--- src/rtl/meas_pkg.sv ---
// Shared types and defaults for the frequency measurement controller.
package meas_pkg;

    localparam int unsigned FRE_W           = 16;
    localparam int unsigned GATE_CYCLES_DEF = 50_000_000;
    localparam int unsigned ALARM_TH_DEF    = 20000;

    typedef enum logic [1:0] {
        IDLE  = 2'd0,
        GATE  = 2'd1,
        LATCH = 2'd2
    } state_t;

endpackage

--- src/rtl/edge_cnt.sv ---
// Saturating edge counter with synchronous clear; exposes its next value so
// the final gate cycle's pulse can be latched on the same edge.
module edge_cnt
    import meas_pkg::*;
(
    input  logic             clk,
    input  logic             rst_n,
    input  logic             i_clr,
    input  logic             i_en,
    output logic [FRE_W-1:0] o_cnt_nxt_c,
    output logic             o_ovf_nxt_c
);

    localparam logic [FRE_W-1:0] CNT_MAX = '1;

    logic [FRE_W-1:0] r_cnt;
    logic             r_ovf;

    // Overflow is flagged the moment the counter reaches its ceiling.
    always_comb begin
        o_cnt_nxt_c = r_cnt;
        o_ovf_nxt_c = r_ovf;
        if (i_clr) begin
            o_cnt_nxt_c = '0;
            o_ovf_nxt_c = 1'b0;
        end else if (i_en && (r_cnt != CNT_MAX)) begin
            o_cnt_nxt_c = r_cnt + FRE_W'(1);
            o_ovf_nxt_c = (r_cnt == (CNT_MAX - FRE_W'(1)));
        end
    end

    always_ff @(posedge clk or negedge rst_n) begin
        if (!rst_n) begin
            r_cnt <= '0;
            r_ovf <= 1'b0;
        end else begin
            r_cnt <= o_cnt_nxt_c;
            r_ovf <= o_ovf_nxt_c;
        end
    end

endmodule

--- src/rtl/meas_ctrl.sv ---
// Gate-window frequency meter: counts sig_pulse over GATE_CYCLES clocks and
// latches the count, overflow and threshold alarm at the end of each window.
module meas_ctrl
    import meas_pkg::*;
#(
    parameter int unsigned GATE_CYCLES = GATE_CYCLES_DEF,
    parameter int unsigned ALARM_TH    = ALARM_TH_DEF
) (
    input  logic             clk,
    input  logic             rst_n,
    input  logic             start,
    input  logic             cont,
    input  logic             sig_pulse,
    output logic             busy,
    output logic [FRE_W-1:0] fre,
    output logic             fre_valid,
    output logic             ovf,
    output logic             over_th
);

    localparam int unsigned TMR_W = (GATE_CYCLES > 1) ? $clog2(GATE_CYCLES) : 1;
    localparam logic [TMR_W-1:0] TMR_LAST = TMR_W'(GATE_CYCLES - 1);

    state_t           r_state;
    state_t           w_state_nxt;
    logic [TMR_W-1:0] r_tmr;
    logic [TMR_W-1:0] w_tmr_nxt;
    logic             w_gate_start;
    logic             w_cnt_en;
    logic [FRE_W-1:0] w_cnt_nxt;
    logic             w_ovf_nxt;

    logic             r_busy;
    logic [FRE_W-1:0] r_fre;
    logic             r_fre_valid;
    logic             r_ovf;
    logic             r_over_th;

    assign w_cnt_en = (r_state == GATE) && sig_pulse;

    edge_cnt u_edge_cnt (
        .clk         (clk),
        .rst_n       (rst_n),
        .i_clr       (w_gate_start),
        .i_en        (w_cnt_en),
        .o_cnt_nxt_c (w_cnt_nxt),
        .o_ovf_nxt_c (w_ovf_nxt)
    );

    always_ff @(posedge clk or negedge rst_n) begin
        if (!rst_n) begin
            r_state <= IDLE;
            r_tmr   <= '0;
        end else begin
            r_state <= w_state_nxt;
            r_tmr   <= w_tmr_nxt;
        end
    end

    // Next state and gate timer; a window (re)start clears timer and counter.
    always_comb begin
        w_state_nxt  = r_state;
        w_tmr_nxt    = r_tmr;
        w_gate_start = 1'b0;
        case (r_state)
            IDLE: begin
                if (start || cont) begin
                    w_state_nxt  = GATE;
                    w_tmr_nxt    = '0;
                    w_gate_start = 1'b1;
                end
            end
            GATE: begin
                if (r_tmr == TMR_LAST) begin
                    w_state_nxt = LATCH;
                end else begin
                    w_tmr_nxt = r_tmr + TMR_W'(1);
                end
            end
            LATCH: begin
                if (cont) begin
                    w_state_nxt  = GATE;
                    w_tmr_nxt    = '0;
                    w_gate_start = 1'b1;
                end else begin
                    w_state_nxt = IDLE;
                end
            end
            default: w_state_nxt = IDLE;
        endcase
    end

    // Result registers load on the edge that enters LATCH and hold otherwise.
    always_ff @(posedge clk or negedge rst_n) begin
        if (!rst_n) begin
            r_busy      <= 1'b0;
            r_fre       <= '0;
            r_fre_valid <= 1'b0;
            r_ovf       <= 1'b0;
            r_over_th   <= 1'b0;
        end else begin
            r_busy      <= (w_state_nxt != IDLE);
            r_fre_valid <= (w_state_nxt == LATCH);
            if ((r_state == GATE) && (w_state_nxt == LATCH)) begin
                r_fre     <= w_cnt_nxt;
                r_ovf     <= w_ovf_nxt;
                r_over_th <= (32'(w_cnt_nxt) > ALARM_TH);
            end
        end
    end

    assign busy      = r_busy;
    assign fre       = r_fre;
    assign fre_valid = r_fre_valid;
    assign ovf       = r_ovf;
    assign over_th   = r_over_th;

endmodule

--- config.mk ---
export PLATFORM = sky130hd
export DESIGN_NAME = meas_ctrl
export DESIGN_NICKNAME = d
export VERILOG_FILES = /design/src/rtl/meas_pkg.sv /design/src/rtl/edge_cnt.sv /design/src/rtl/meas_ctrl.sv
export SDC_FILE = /design/constraint.sdc
export NUM_CORES = 1
export LEC_CHECK = 0
export BUFFER_PORTS_ARGS = -buffer_cell sky130_fd_sc_hd__clkbuf_2
export CORE_MARGIN = 2
export CORE_UTILIZATION = 39
export DETAILED_ROUTE_END_ITERATION = 8
export SLEW_MARGIN = 30
export SYNTH_ARGS = -nofsm -noshare
export SYNTH_HDL_FRONTEND = slang
export SYNTH_HIERARCHICAL = 1
export SYNTH_SLANG_ARGS = --single-unit
--- constraint.sdc ---
create_clock -name clk -period 3.5 [get_ports clk]
set_input_delay 0.35 -clock clk [delete_from_list [all_inputs] [get_ports clk]]
set_output_delay 0.35 -clock clk [all_outputs]
set_load 0.01 [all_outputs]
# Word-level counts from Yosys, hierarchy flattened
# Cells that the tools add are included.
# Widths: inputs -> output; s select.
# totals
out_inout_bits	20
ff_bits	65
in_bits	5
word_cells	44
# op_classes
eq_ne	9
add_sub_neg	2
n_lt_le_gt_ge	1
n_reduce_logical	8
n_mux	15
# op_table
op	n
$mux 26	3
$pmux 26 s3	1
$mux 16	2
$add 26x1->26 const B	1
$eq 26x26->1 const B	1
$add 16x1->16 const B	1
$eq 16x16->1 const B	1
$gt 16x15->1 const B	1
$ne 16x16->1 const B	1
$ne 2x2->1 const B	3
$pmux 2 s3	1
$mux 1	5
$eq 2x2->1 const B	2
$mux 2	2
$reduce_and 4->1	1
$logic_and 1x1->1	3
$reduce_bool 3->1	1
$eq 2x1->1 const B	1
$logic_not 2->1	1
$pmux 1 s2	1
$reduce_bool 2->1	1
$logic_or 1x1->1	1

# Logic depth before layout (Yosys ltp)
# Gate-level depths: netlist (run 1).
# depth
depth_word	6
ltp_mapped	13
depth_no_buf	11

# By module
# Netlist (run 1), hierarchy kept.
# by_module_without_submodules
mod	cells_each	n_inst	seq_area_each_um2	area_per_inst_um2
meas_ctrl	224	1	1201.2	2438.6
edge_cnt	102	1	425.4	954.7

# Least setup slack after synthesis (run 1)
# OpenSTA, ideal clock, no wires.
# synth_timing
path_kind	reg-to-reg
from	reg r_state[1]
to	reg r_over_th, in the netlist over_th
arrival_time_ps	2671
required_ps	3373
n_path_buf	3
path_stages_with_launch	13
synth_period_minus_slack_ps	2797
path_slack_ps	703
setup_time_ps	127
cell_sequence	dfrtp_1 -> nor2b_1 -> o21ai_0 -> inv_1 -> buf_1 -> buf_4 -> dlygate4sd1_1 -> a21oi_1 -> or4_1 -> nor4_1 -> nand4_1 -> o221ai_2 -> o21ai_1
# synth_between
elab_cells_between_ends	14
cone_classes	1 x order compare; 3 x eq/ne; 6 x mux; 4 x reduce/logical
# synth_rtl
item	line	source
start: declaration	meas_ctrl.sv:24	state_t r_state;
start signal: assignment	meas_ctrl.sv:55	r_state <= w_state_nxt;
$eq 2x2->1 or $logic_not 2->1 (tied branches)	meas_ctrl.sv:65	case (r_state)
$pmux 1 s2 *	meas_ctrl.sv:65	
named net w_gate_start	meas_ctrl.sv:28	logic w_gate_start;
$mux 16 *	edge_cnt.sv:23	if (i_clr) begin
named net w_cnt_nxt[8]	meas_ctrl.sv:30	logic [FRE_W-1:0] w_cnt_nxt;
$gt 16x15->1 *	meas_ctrl.sv:107	r_over_th <= (32'(w_cnt_nxt) > ALARM_TH);
end signal: assignment	meas_ctrl.sv:107	
end: declaration	meas_ctrl.sv:37	logic r_over_th;
# The timed path passes the listed nets; every way through them passes the cells marked *.
# A chain may end at the register's enable or synchronous reset.

# Worst setup path after layout (run 1)
# layout_timing
from	reg r_state[1]
to	reg r_over_th, in the netlist over_th
# layout_between
elab_chain_cells	6
elab_cells_between_ends	14
cone_classes	1 x order compare; 3 x eq/ne; 6 x mux; 4 x reduce/logical
# layout_rtl
item	line	source
$eq 2x1->1	meas_ctrl.sv:39	assign w_cnt_en = (r_state == GATE) && sig_pulse;
$logic_and 1x1->1	meas_ctrl.sv:39	
named net w_cnt_en	meas_ctrl.sv:29	logic w_cnt_en;
$logic_and 1x1->1	edge_cnt.sv:26	end else if (i_en && (r_cnt != CNT_MAX)) begin
$mux 16	edge_cnt.sv:26	
$mux 16	edge_cnt.sv:23	
named net w_cnt_nxt[8]	meas_ctrl.sv:30	
$gt 16x15->1	meas_ctrl.sv:107	
# The timed path passes the listed nets, and every way through them passes these cells.

==> out/summary.md, run 1 <==
Logic synthesis
* share of synthesized flip-flops with an asynchronous set or reset: 100.0%
* area of the mapped netlist: 3393 um^2
* Most used DFF post-synth: sky130_fd_sc_hd__dfrtp_1
* Gate Count Post-Synth: 326
* ranking of synthesized cells by area: sky130_fd_sc_hd__dfrtp_1, sky130_fd_sc_hd__mux2_4, sky130_fd_sc_hd__a21oi_1
* post-synth top area cell: sky130_fd_sc_hd__dfrtp_1
* number of synthesized flops with an enable pin: 0
* yosys synthesis warning count: 6
* complex-gate fraction of the synthesized area: 10.80%
* post-synthesis area per instance: 10.41 um^2
* post-synthesis register bit count: 65
* Seq/Total Area, Yosys: 47.94%
* dominant combinational cell family by area after synthesis: simple AND/OR/NAND/NOR gates
* portion of synthesized cell area occupied by the leading cell type: 47.94%
* multiplexer share of the synthesized area: 7.117%
* top cell types by occurrence after synthesis: sky130_fd_sc_hd__dfrtp_1, sky130_fd_sc_hd__nor2_1, sky130_fd_sc_hd__nand2_1, sky130_fd_sc_hd__a21oi_1, sky130_fd_sc_hd__o21ai_0
* number of nets in the synthesized netlist: 334
* number of different library cells in the post-synthesis netlist: 56
* XOR/XNOR share of the synthesized area: 4.130%
* post-synthesis adder-cell area fraction: 1.106%
* fraction of the mapped netlist area in simple logic gates: 25.66%
* most repeated cell in the gate-level netlist after synthesis: sky130_fd_sc_hd__dfrtp_1

Routing
* overall routed net length: 7496 um
* DRC violation count after routing: 0
* total vias in the final route: 2638
* number of antenna-violating nets in the routed design: 0
* number of vias per cell: 5.613
* Avg WL per Cell: 15.95 um
* number of violations reported at the end of detailed-routing iteration 0: 109
* number of iterations in the first detailed-routing pass: 4

Timing
* Worst-Margin Slew: 0.7071 ns
* post-route setup TNS: 0 ns
* final period demand of the worst path: 3.143 ns
* Clock Skew: 0.01185 ns
* Final period util: 89.80%
* final hold vios: 0
* final setup vio count: 0
* least setup slack across all paths after layout: 0.3571 ns
* setup repair after global routing missed its margin: false
* relative slew slack: 52.24%
* Max Transition Viols Final: 0
* achievable frequency: 318.2 MHz

Outcome
* outcome: finished clean

Clocking
* TritonCTS clock tree: yes
* clk_lat worst skew: 0.34 ns
* number of buffers on the longest clock path: 2
* CTS Sinks: 65
* CTS-repair resized insts: 0
* clock slew seen by the registers of the worst setup and hold paths: 0.08 ns
* root buffer cell: sky130_fd_sc_hd__clkbuf_8
* CTS hold repair buffers: 0
* number of CTS-inserted buffers: 9
* number of levels in the clock H-tree: 3
* setup bufs post-CTS: 0

Global route
* GRT overflow: 0
* total track usage: 17.29%
* largest net degree at the start of global routing: 31
* global-route wire length before repair: 13250 um
* initial antenna violation count: 0
* via count of the first global-routing pass: 2697

Worst setup path
* r2r endpoint: over_th$_DFFE_PN0P_
* CP Max Fanout: 8
* Critical Path, Cell by Cell: nand2b_1, nor2_1, nand2_1, or3_1, o21ai_0, a21oi_1, or4_1, nor4_1, nand4_1, o221ai_2, o21ai_1
* worst-case register-to-register setup slack: 0.36 ns
* arrival time worst endpoint: 3.36 ns
* largest stage delay on the critical path: 0.58 ns
* highest-delay cell along the critical path: sky130_fd_sc_hd__or4_1
* Critical Path RT: 3.72 ns
* number of cells on the worst reg-to-reg path: 11
* critical path class: flip-flop to flip-flop
* Critical Path Start Type: flip-flop
* launch point of the worst reg-to-reg path: r_state[1]$_DFF_PN0_
* Worst Setup End Kind: flip-flop

Floorplanning
* effective utilization at floorplan: 39.49%
* number of placement rows: 34
* die width: 97.28 um
* die area: 9462 um^2
* placeable core region: 8593 um^2
* die height: 97.28 um
* number of I/O pins: 25

Finish
* Ant. Diodes: 0
* nets@finish: 365
* post-route insts no fill: 470
* growth of design area from synthesis to finish: 12.91%
* fraction of final layout cells sized beyond drive strength 1: 22.38%
* final std cell area, no fill: 3831 um^2

Place
* post-detail-place hpwl: 5223 um
* number of buffer cells added on primary ports: 24
* Placement Cell Area: 3625 um^2
* Placed Cells: 454
* pre-CTS setup slack: 0.3999 ns
* Placer Congestion: 0.8256

Job
* Maximum Capacitance Violations: 0

Power and ir drop
* static leakage: 1.685 nW
* Pwr Density: 473.4 nW/um^2
* worst voltage drop across the vdd grid: 0.2211 mV

Worst hold path
* path class of the lowest-slack min-delay path: input pin to asynchronous set/reset pin

==> per-layer routing <==
layer / vias up / GRT usage [%] / share of wire (%)
li1: 1271 / - / -
met4: 0 / 6.090 / 0.85
met5: - / 0 / 0
met2: 52 / 28.47 / 49
met3: 5 / 4.317 / 3.4
met1: 1310 / 22.28 / 46
==> placed cells by master (no fill, tap or decap), types with 14 or more instances in the layout <==
| cell type | count |
|---|---|
| sky130_fd_sc_hd__a21oi_1 | 21 |
| sky130_fd_sc_hd__clkbuf_2 | 23 |
| sky130_fd_sc_hd__dfrtp_1 | 65 |
| sky130_fd_sc_hd__nand2_1 | 25 |
| sky130_fd_sc_hd__nand3_1 | 14 |
| sky130_fd_sc_hd__nand4_1 | 14 |
| sky130_fd_sc_hd__nor2_1 | 27 |
| sky130_fd_sc_hd__o21ai_0 | 15 |
==> state kept, by name, indices dropped and copies added (netlist names) <==
name              count
busy                  1
fre                  16
fre_valid             1
over_th               1
ovf                   1
r_state               2
r_tmr                26
u_edge_cnt/r_cnt     16
u_edge_cnt/r_ovf      1
==> worst max-delay path by stage <==
stage | startpoint | endpoint | cells past startpoint
finish | r_state[1]$_DFF_PN0_ | over_th$_DFFE_PN0P_ | 11
global route | u_edge_cnt/r_cnt[1]$_DFF_PN0_ | over_th$_DFFE_PN0P_ | 10
CTS | r_state[1]$_DFF_PN0_ | over_th$_DFFE_PN0P_ | 11
detailed placement | r_state[1]$_DFF_PN0_ | over_th$_DFFE_PN0P_ | 11
global placement | r_state[1]$_DFF_PN0_ | over_th$_DFFE_PN0P_ | 11
floorplan | r_state[1]$_DFF_PN0_ | over_th$_DFFE_PN0P_ | 12
==> metrics by stage <==
stage               util [%]  hold slack [ns]  power, W
CTS                    44.58          0.06160  0.001834
detailed placement     42.18           0.4382  0.001161
finish                 44.58          0.04765  0.001814
global placement       42.18           0.4283  0.001154
global route           44.58           0.1026  0.001922
floorplan                  -          0.05441  0.001071
==> critical path, delay by kind of cell (launching register included) <==
family	cells	cell delay, ns
and+or+nand+nor	7	1.95
DFF	1	0.44
AOI/OAI and AO/OA	4	0.63
==> cell type report <==
type                    count  area [um^2]
well taps                 108        135.1
clock buffers              12        155.1
clock inverters             4        51.30
fillers                   838         4762
multi-input cells         241         1657
flip-flops and latches     65         1627
repair buffers             31        172.7
inverters                   9        33.78
==> logic make-up after synthesis <==
group           after synthesis
fa+ha+maj                     3
compound gates               58
simple gates                145
flops                        65
xor+xnor                     16
buf+inv                      20
mux                          19
==> power breakdown <==
part / internal, W / switching, W
Sequential: 0.000819 / 0.0000898
Clock: 0.000369 / 0.000298
Combinational: 0.0000934 / 0.000145
Total: 0.00128 / 0.000532
Note: power is estimated with default switching activity, not from simulation.
==> run 2, diff against run 1 <==
CORE_MARGIN = default   (was 2)
==> run 2 against run 1 <==
  * Die area shrank 4.1%
  * Design area increased by 0.36%
  * Routed wire length fell by 2.8%
  * Critical path type unchanged
  * Non-clock buffer count grew 5
  * Critical endpoint unchanged
  * Largest cell class unchanged
==> out/summary.md, run 2 (synthesis gave the netlist of run 1 again) <==
Global route
* total track usage: 17.83%, +0.53 points
* largest net degree at the start of global routing: 66, +110%
* global-route wire length before repair: 12120 um, -8.6%
* via count of the first global-routing pass: 2491, -7.6%
* GRT overflow: 0, unchanged
* initial antenna violation count: 0, unchanged

Worst setup path
* worst-case register-to-register setup slack: 0.35 ns, about the same
* cell repeated most along the worst path: sky130_fd_sc_hd__or4_1
* highest-delay cell along the critical path: sky130_fd_sc_hd__o41ai_2
* Critical Path Start Type: flip-flop
* arrival time worst endpoint: 3.38 ns, +0.02 ns
* number of cells on the worst reg-to-reg path: 11, unchanged
* launch point of the worst reg-to-reg path: u_edge_cnt/r_cnt[1]$_DFF_PN0_
* CP Max Fanout: 11, +3
* Critical Path RT: 3.73 ns, about the same
* largest stage delay on the critical path: 0.58 ns, about the same
* Critical Path, Cell by Cell: ha_1, nand3_1, o41ai_2, buf_4, or4_1, a21oi_1, or4_1, nor4_1, nand4_1, o221ai_2, o21ai_1
* critical path class: flip-flop to flip-flop
* Worst Setup End Kind: flip-flop
* r2r endpoint: over_th$_DFFE_PN0P_

Floorplanning
* die width: 95.28 um, -2.1%
* effective utilization at floorplan: 40.89%, +1.4 points
* die area: 9077 um^2, -4.1%
* placeable core region: 8299 um^2, -3.4%
* die height: 95.28 um, -2.1%
* number of placement rows: 33, -2.9%
* number of I/O pins: 25, unchanged

Timing
* relative slew slack: 55.96%, +3.7 points
* setup repair after global routing missed its margin: false
* least setup slack across all paths after layout: 0.3527 ns, -0.004391 ns
* Worst-Margin Slew: 0.6535 ns, -0.05365 ns
* Max Transition Viols Final: 0, unchanged
* achievable frequency: 317.7 MHz, -0.14%
* final period demand of the worst path: 3.147 ns, +0.004391 ns
* final hold vios: 0, unchanged
* final setup vio count: 0, unchanged
* post-route setup TNS: 0 ns, unchanged
* Final period util: 89.92%, +0.13 points
* Clock Skew: 0.01523 ns, +0.003380 ns

Clocking
* CTS hold repair buffers: 0, unchanged
* setup bufs post-CTS: 0, unchanged
* number of levels in the clock H-tree: 3, unchanged
* root buffer cell: sky130_fd_sc_hd__clkbuf_8
* clk_lat worst skew: 0.35 ns, about the same
* CTS-repair resized insts: 0, unchanged
* CTS Sinks: 65, unchanged
* number of CTS-inserted buffers: 9, unchanged
* clock slew seen by the registers of the worst setup and hold paths: 0.07 ns, about the same
* TritonCTS clock tree: yes
* number of buffers on the longest clock path: 2, unchanged

Finish
* growth of design area from synthesis to finish: 13.31%
* number of fillers in the final layout: 775, -7.5%
* number of flip-flops in the largest register: 26, unchanged
* leading cell types in the layout, fill and taps excluded: sky130_fd_sc_hd__dfrtp_1, sky130_fd_sc_hd__nor2_1, sky130_fd_sc_hd__nand2_1
* nets@finish: 370, +1.4%
* fraction of final layout cells sized beyond drive strength 1: 22.89%, +0.51 points
* Ant. Diodes: 0, unchanged
* post-route insts no fill: 472, +0.43%
* Largest Register: r_tmr
* commonest non-fill, non-tap cell in the layout: sky130_fd_sc_hd__dfrtp_1

Routing
* Avg WL per Cell: 15.43 um, -3.3%
* overall routed net length: 7283 um, -2.8%
* DRC violation count after routing: 0, unchanged
* number of iterations in the first detailed-routing pass: 5, +1
* number of violations reported at the end of detailed-routing iteration 0: 78, -28%
* total vias in the final route: 2584, -2.0%
* number of antenna-violating nets in the routed design: 0, unchanged
* number of vias per cell: 5.475, -2.5%

Place
* post-detail-place hpwl: 5003 um, -4.2%
* Placed Cells: 454, unchanged
* pre-CTS setup slack: 0.4052 ns, +0.005303 ns
* Placer Congestion: 0.8680, +5.1%
* number of buffer cells added on primary ports: 24, unchanged

Job
* Maximum Capacitance Violations: 0, unchanged

Worst hold path
* path class of the lowest-slack min-delay path: input pin to asynchronous set/reset pin

Power and ir drop
* Pwr Density: 442.4 nW/um^2, -6.6%
* static leakage: 1.689 nW, +0.24%
* sum of internal, switching and leakage power: 0.001701 W, -6.2%
* worst voltage drop across the vdd grid: 0.3202 mV, +45%

Outcome
* outcome: finished clean

[run 2: cell types whose count changed in the layout (fill, tap and decap cells not counted)]
cell / change
sky130_fd_sc_hd__bufinv_16: -1
sky130_fd_sc_hd__clkinv_2: +1
sky130_fd_sc_hd__clkinv_4: -1
sky130_fd_sc_hd__dlygate4sd3_1: +1
sky130_fd_sc_hd__buf_4: +3
sky130_fd_sc_hd__buf_16: +1
sky130_fd_sc_hd__clkinvlp_4: +2
sky130_fd_sc_hd__clkbuf_8: -2
sky130_fd_sc_hd__clkbuf_1: +1
[run 2: power breakdown]
group,leakage (nW),internal (W),switching (W)
Combinational,0.741,0.0000967,0.000146
Sequential,0.873,0.000819,0.0000880
Clock,0.0753,0.000255,0.000296
[run 2: final cells by class]
cell class	count	area, um^2	area share (%)
clock buffers	11	131.4	3.417
clock inverters	5	32.53	0.8461
inverters	9	33.78	0.8786
multi-input cells	241	1657	43.08
flip-flops and latches	65	1627	42.30
well taps	105	131.4	3.417
repair buffers	36	232.7	6.053
[run 2: critical path, delay by kind of cell (launching register included)]
family / cells / cell delay, ns
and+or+nand+nor: 5 / 1.22
buffers and inverters: 1 / 0.28
DFF: 1 / 0.41
adders and majority gates: 1 / 0.21
AOI/OAI and AO/OA: 4 / 0.93
[run 2: worst max-delay path by stage]
stage	from	end	slack [ns]
4_1_cts	u_edge_cnt/r_cnt[1]$_DFF_PN0_	over_th$_DFFE_PN0P_	0.36
5_1_grt	u_edge_cnt/r_cnt[1]$_DFF_PN0_	over_th$_DFFE_PN0P_	0.16
2_1_floorplan	r_state[1]$_DFF_PN0_	over_th$_DFFE_PN0P_	0.70
3_5_place_dp	u_edge_cnt/r_cnt[1]$_DFF_PN0_	over_th$_DFFE_PN0P_	0.41
3_3_place_gp	r_state[1]$_DFF_PN0_	over_th$_DFFE_PN0P_	0.51
6_report	u_edge_cnt/r_cnt[1]$_DFF_PN0_	over_th$_DFFE_PN0P_	0.35
[run 2: through the flow]
step / util (%) / cell area (um^2) / hold WS, ns
final: 46.33 / 3845 / 0.4798
after global routing: 46.33 / 3845 / 0.5207
after CTS: 45.88 / 3807 / 0.2102
after detailed placement: 43.90 / 3643 / 0.4965
after global placement: 43.90 / 3643 / 0.4892
after floorplan: - / 3393 / 0.05441
[run 2: routing by layer]
metal | GRT usage, % | vias to the layer above | part of all wire [%]
met5 | 0 | - | 0
met4 | 7.071 | 0 | 2.0
met3 | 4.785 | 12 | 2.4
met2 | 30.30 | 24 | 51
met1 | 21.31 | 1270 | 44
li1 | - | 1278 | -
==> run 3, diff against run 2 <==
CORE_UTILIZATION = 42   (was 39)
==> run 3 against run 2 <==
  * Highest routed layer unchanged
  * Clock skew decreased by 0.0072 ns
  * Largest power group unchanged
  * Maximum frequency increased by 6.3%
  * Sequential share of layout area decreased by 0.082 points
  * Die area decreased by 7.0%
==> out/summary.md, run 3 (synthesis gave the netlist of run 1 again) <==
Outcome
* outcome: finished clean

Clocking
* number of CTS-inserted buffers: 9, unchanged
* clk_lat worst skew: 0.34 ns, about the same
* CTS-repair resized insts: 0, unchanged
* setup bufs post-CTS: 0, unchanged
* number of levels in the clock H-tree: 3, unchanged
* number of buffers on the longest clock path: 2, unchanged
* CTS hold repair buffers: 0, unchanged
* CTS Sinks: 65, unchanged
* clock slew seen by the registers of the worst setup and hold paths: 0.07 ns, about the same
* root buffer cell: sky130_fd_sc_hd__clkbuf_8
* TritonCTS clock tree: yes

Routing
* number of antenna-violating nets in the routed design: 0, unchanged
* number of vias per cell: 5.700, +4.1%
* Avg WL per Cell: 16.17 um, +4.8%
* overall routed net length: 7504 um, +3.0%
* number of violations reported at the end of detailed-routing iteration 0: 147, +88%
* DRC violation count after routing: 0, unchanged
* number of iterations in the first detailed-routing pass: 6, +1
* total vias in the final route: 2645, +2.4%

Finish
* fraction of final layout cells sized beyond drive strength 1: 22.10%, -0.79 points
* multi-input gate area in the final layout: 1657 um^2, unchanged
* flip-flop and latch area: 1627 um^2, unchanged
* Largest Register: r_tmr
* growth of design area from synthesis to finish: 13.53%
* post-route insts no fill: 464, -1.7%
* number of flip-flops in the largest register: 26, unchanged
* number of fillers in the final layout: 722, -6.8%
* commonest non-fill, non-tap cell in the layout: sky130_fd_sc_hd__dfrtp_1
* Ant. Diodes: 0, unchanged
* final std cell area, no fill: 3852 um^2, +0.20%
* leading cell types in the layout, fill and taps excluded: sky130_fd_sc_hd__dfrtp_1, sky130_fd_sc_hd__nor2_1, sky130_fd_sc_hd__nand2_1
* nets@finish: 365, -1.4%

Global route
* total track usage: 19.11%, +1.3 points
* via count of the first global-routing pass: 2645, +6.2%
* initial antenna violation count: 0, unchanged
* GRT overflow: 0, unchanged
* largest net degree at the start of global routing: 36, -45%
* global-route wire length before repair: 12590 um, +3.9%

Timing
* Max Transition Viols Final: 0, unchanged
* achievable frequency: 337.6 MHz, +6.3%
* Final period util: 84.63%, -5.3 points
* final hold vios: 0, unchanged
* Worst-Margin Slew: 0.7844 ns, +0.1309 ns
* setup repair after global routing missed its margin: false
* relative slew slack: 47.71%, -8.2 points
* post-route setup TNS: 0 ns, unchanged
* final setup vio count: 0, unchanged
* minimum hold slack: 0.08290 ns, -0.3969 ns
* Clock Skew: 0.007992 ns, -0.007237 ns
* final period demand of the worst path: 2.962 ns, -0.1853 ns

Power and ir drop
* worst voltage drop across the vdd grid: 0.2608 mV, -19%
* static leakage: 1.701 nW, +0.68%
* Pwr Density: 498.8 nW/um^2, +13%

Worst setup path
* worst-case register-to-register setup slack: 0.54 ns, +0.19 ns
* r2r endpoint: over_th$_DFFE_PN0P_
* Critical Path Start Type: flip-flop
* arrival time worst endpoint: 3.18 ns, -0.20 ns
* launch point of the worst reg-to-reg path: r_state[1]$_DFF_PN0_
* Critical Path, Cell by Cell: nand2b_1, nor2_1, nand2_1, or3_1, o21ai_0, a21oi_1, or4_1, nor4_1, nand4_1, o221ai_2, o21ai_1
* Critical Path RT: 3.72 ns, about the same
* number of cells on the worst reg-to-reg path: 11, unchanged
* highest-delay cell along the critical path: sky130_fd_sc_hd__or4_1
* largest stage delay on the critical path: 0.55 ns, -0.03 ns
* CP Max Fanout: 8, -3
* Worst Setup End Kind: flip-flop
* critical path class: flip-flop to flip-flop

Place
* number of buffer cells added on primary ports: 24, unchanged
* Placer Congestion: 0.8353, -3.8%
* post-detail-place hpwl: 5213 um, +4.2%
* Placement Cell Area: 3617 um^2, -0.72%
* Placed Cells: 448, -1.3%

Floorplanning
* die width: 91.89 um, -3.6%
* number of I/O pins: 25, unchanged
* placeable core region: 7767 um^2, -6.4%
* effective utilization at floorplan: 43.69%, +2.8 points
* die area: 8443 um^2, -7.0%
* number of placement rows: 32, -3.0%
* die height: 91.89 um, -3.6%

Worst hold path
* path class of the lowest-slack min-delay path: input pin to asynchronous set/reset pin

Job
* Maximum Capacitance Violations: 0, unchanged

## run 3: changes by cell type in the layout (fill, tap and decap cells not counted), sizes merged
cell / delta
dlygate4sd3: -1
clkinvlp: -3
bufinv: +3
buf: -4
## run 3: power by group
| group | internal, W | leakage (nW) | switching, W | total, W |
|---|---|---|---|---|
| Sequential | 0.000819 | 0.873 | 0.0000943 | 0.000914 |
| Combinational | 0.0000987 | 0.711 | 0.000146 | 0.000245 |
| Clock | 0.000474 | 0.118 | 0.000289 | 0.000763 |
## run 3: layout make-up
class	instances	share of cell area [%]
flip-flops and latches	65	42.22
clock inverters	5	2.696
multi-input cells	241	43.00
inverters	9	0.8769
well taps	102	3.313
repair buffers	31	4.482
clock buffers	11	3.410
## run 3: worst max path at each step
stage,start,endpoint,slack [ns],cells past startpoint
floorplan,r_state[1]$_DFF_PN0_,over_th$_DFFE_PN0P_,0.70,12
global placement,r_state[1]$_DFF_PN0_,over_th$_DFFE_PN0P_,0.63,11
detailed placement,r_state[1]$_DFF_PN0_,over_th$_DFFE_PN0P_,0.55,11
CTS,r_state[1]$_DFF_PN0_,over_th$_DFFE_PN0P_,0.54,11
global route,r_state[1]$_DFF_PN0_,over_th$_DFFE_PN0P_,0.30,11
finish,r_state[1]$_DFF_PN0_,over_th$_DFFE_PN0P_,0.54,11
## run 3: per-layer routing
layer,share of wire (%),up-vias,global-route usage [%]
li1,-,1272,-
met1,45,1306,23.33
met2,50,56,32.65
met3,3.7,11,5.141
met4,1.3,0,6.250
met5,0,-,0
## run 3: critical path: cells and delay by family (launching register included)
| family | cells | cell delay, ns |
|---|---|---|
| and+or+nand+nor | 7 | 1.84 |
| AOI/OAI and AO/OA | 4 | 0.60 |
| DFF | 1 | 0.42 |
## run 3: through the flow
step                      total power (W)  worst slack [ns]  util (%)
after floorplan                  0.001071            0.7029         -
after global placement           0.001167            0.6298     46.57
after detailed placement         0.001173            0.5533     46.57
after CTS                        0.001939            0.5350     49.60
after global routing             0.002024            0.3035     49.60
final                            0.001922            0.5380     49.60
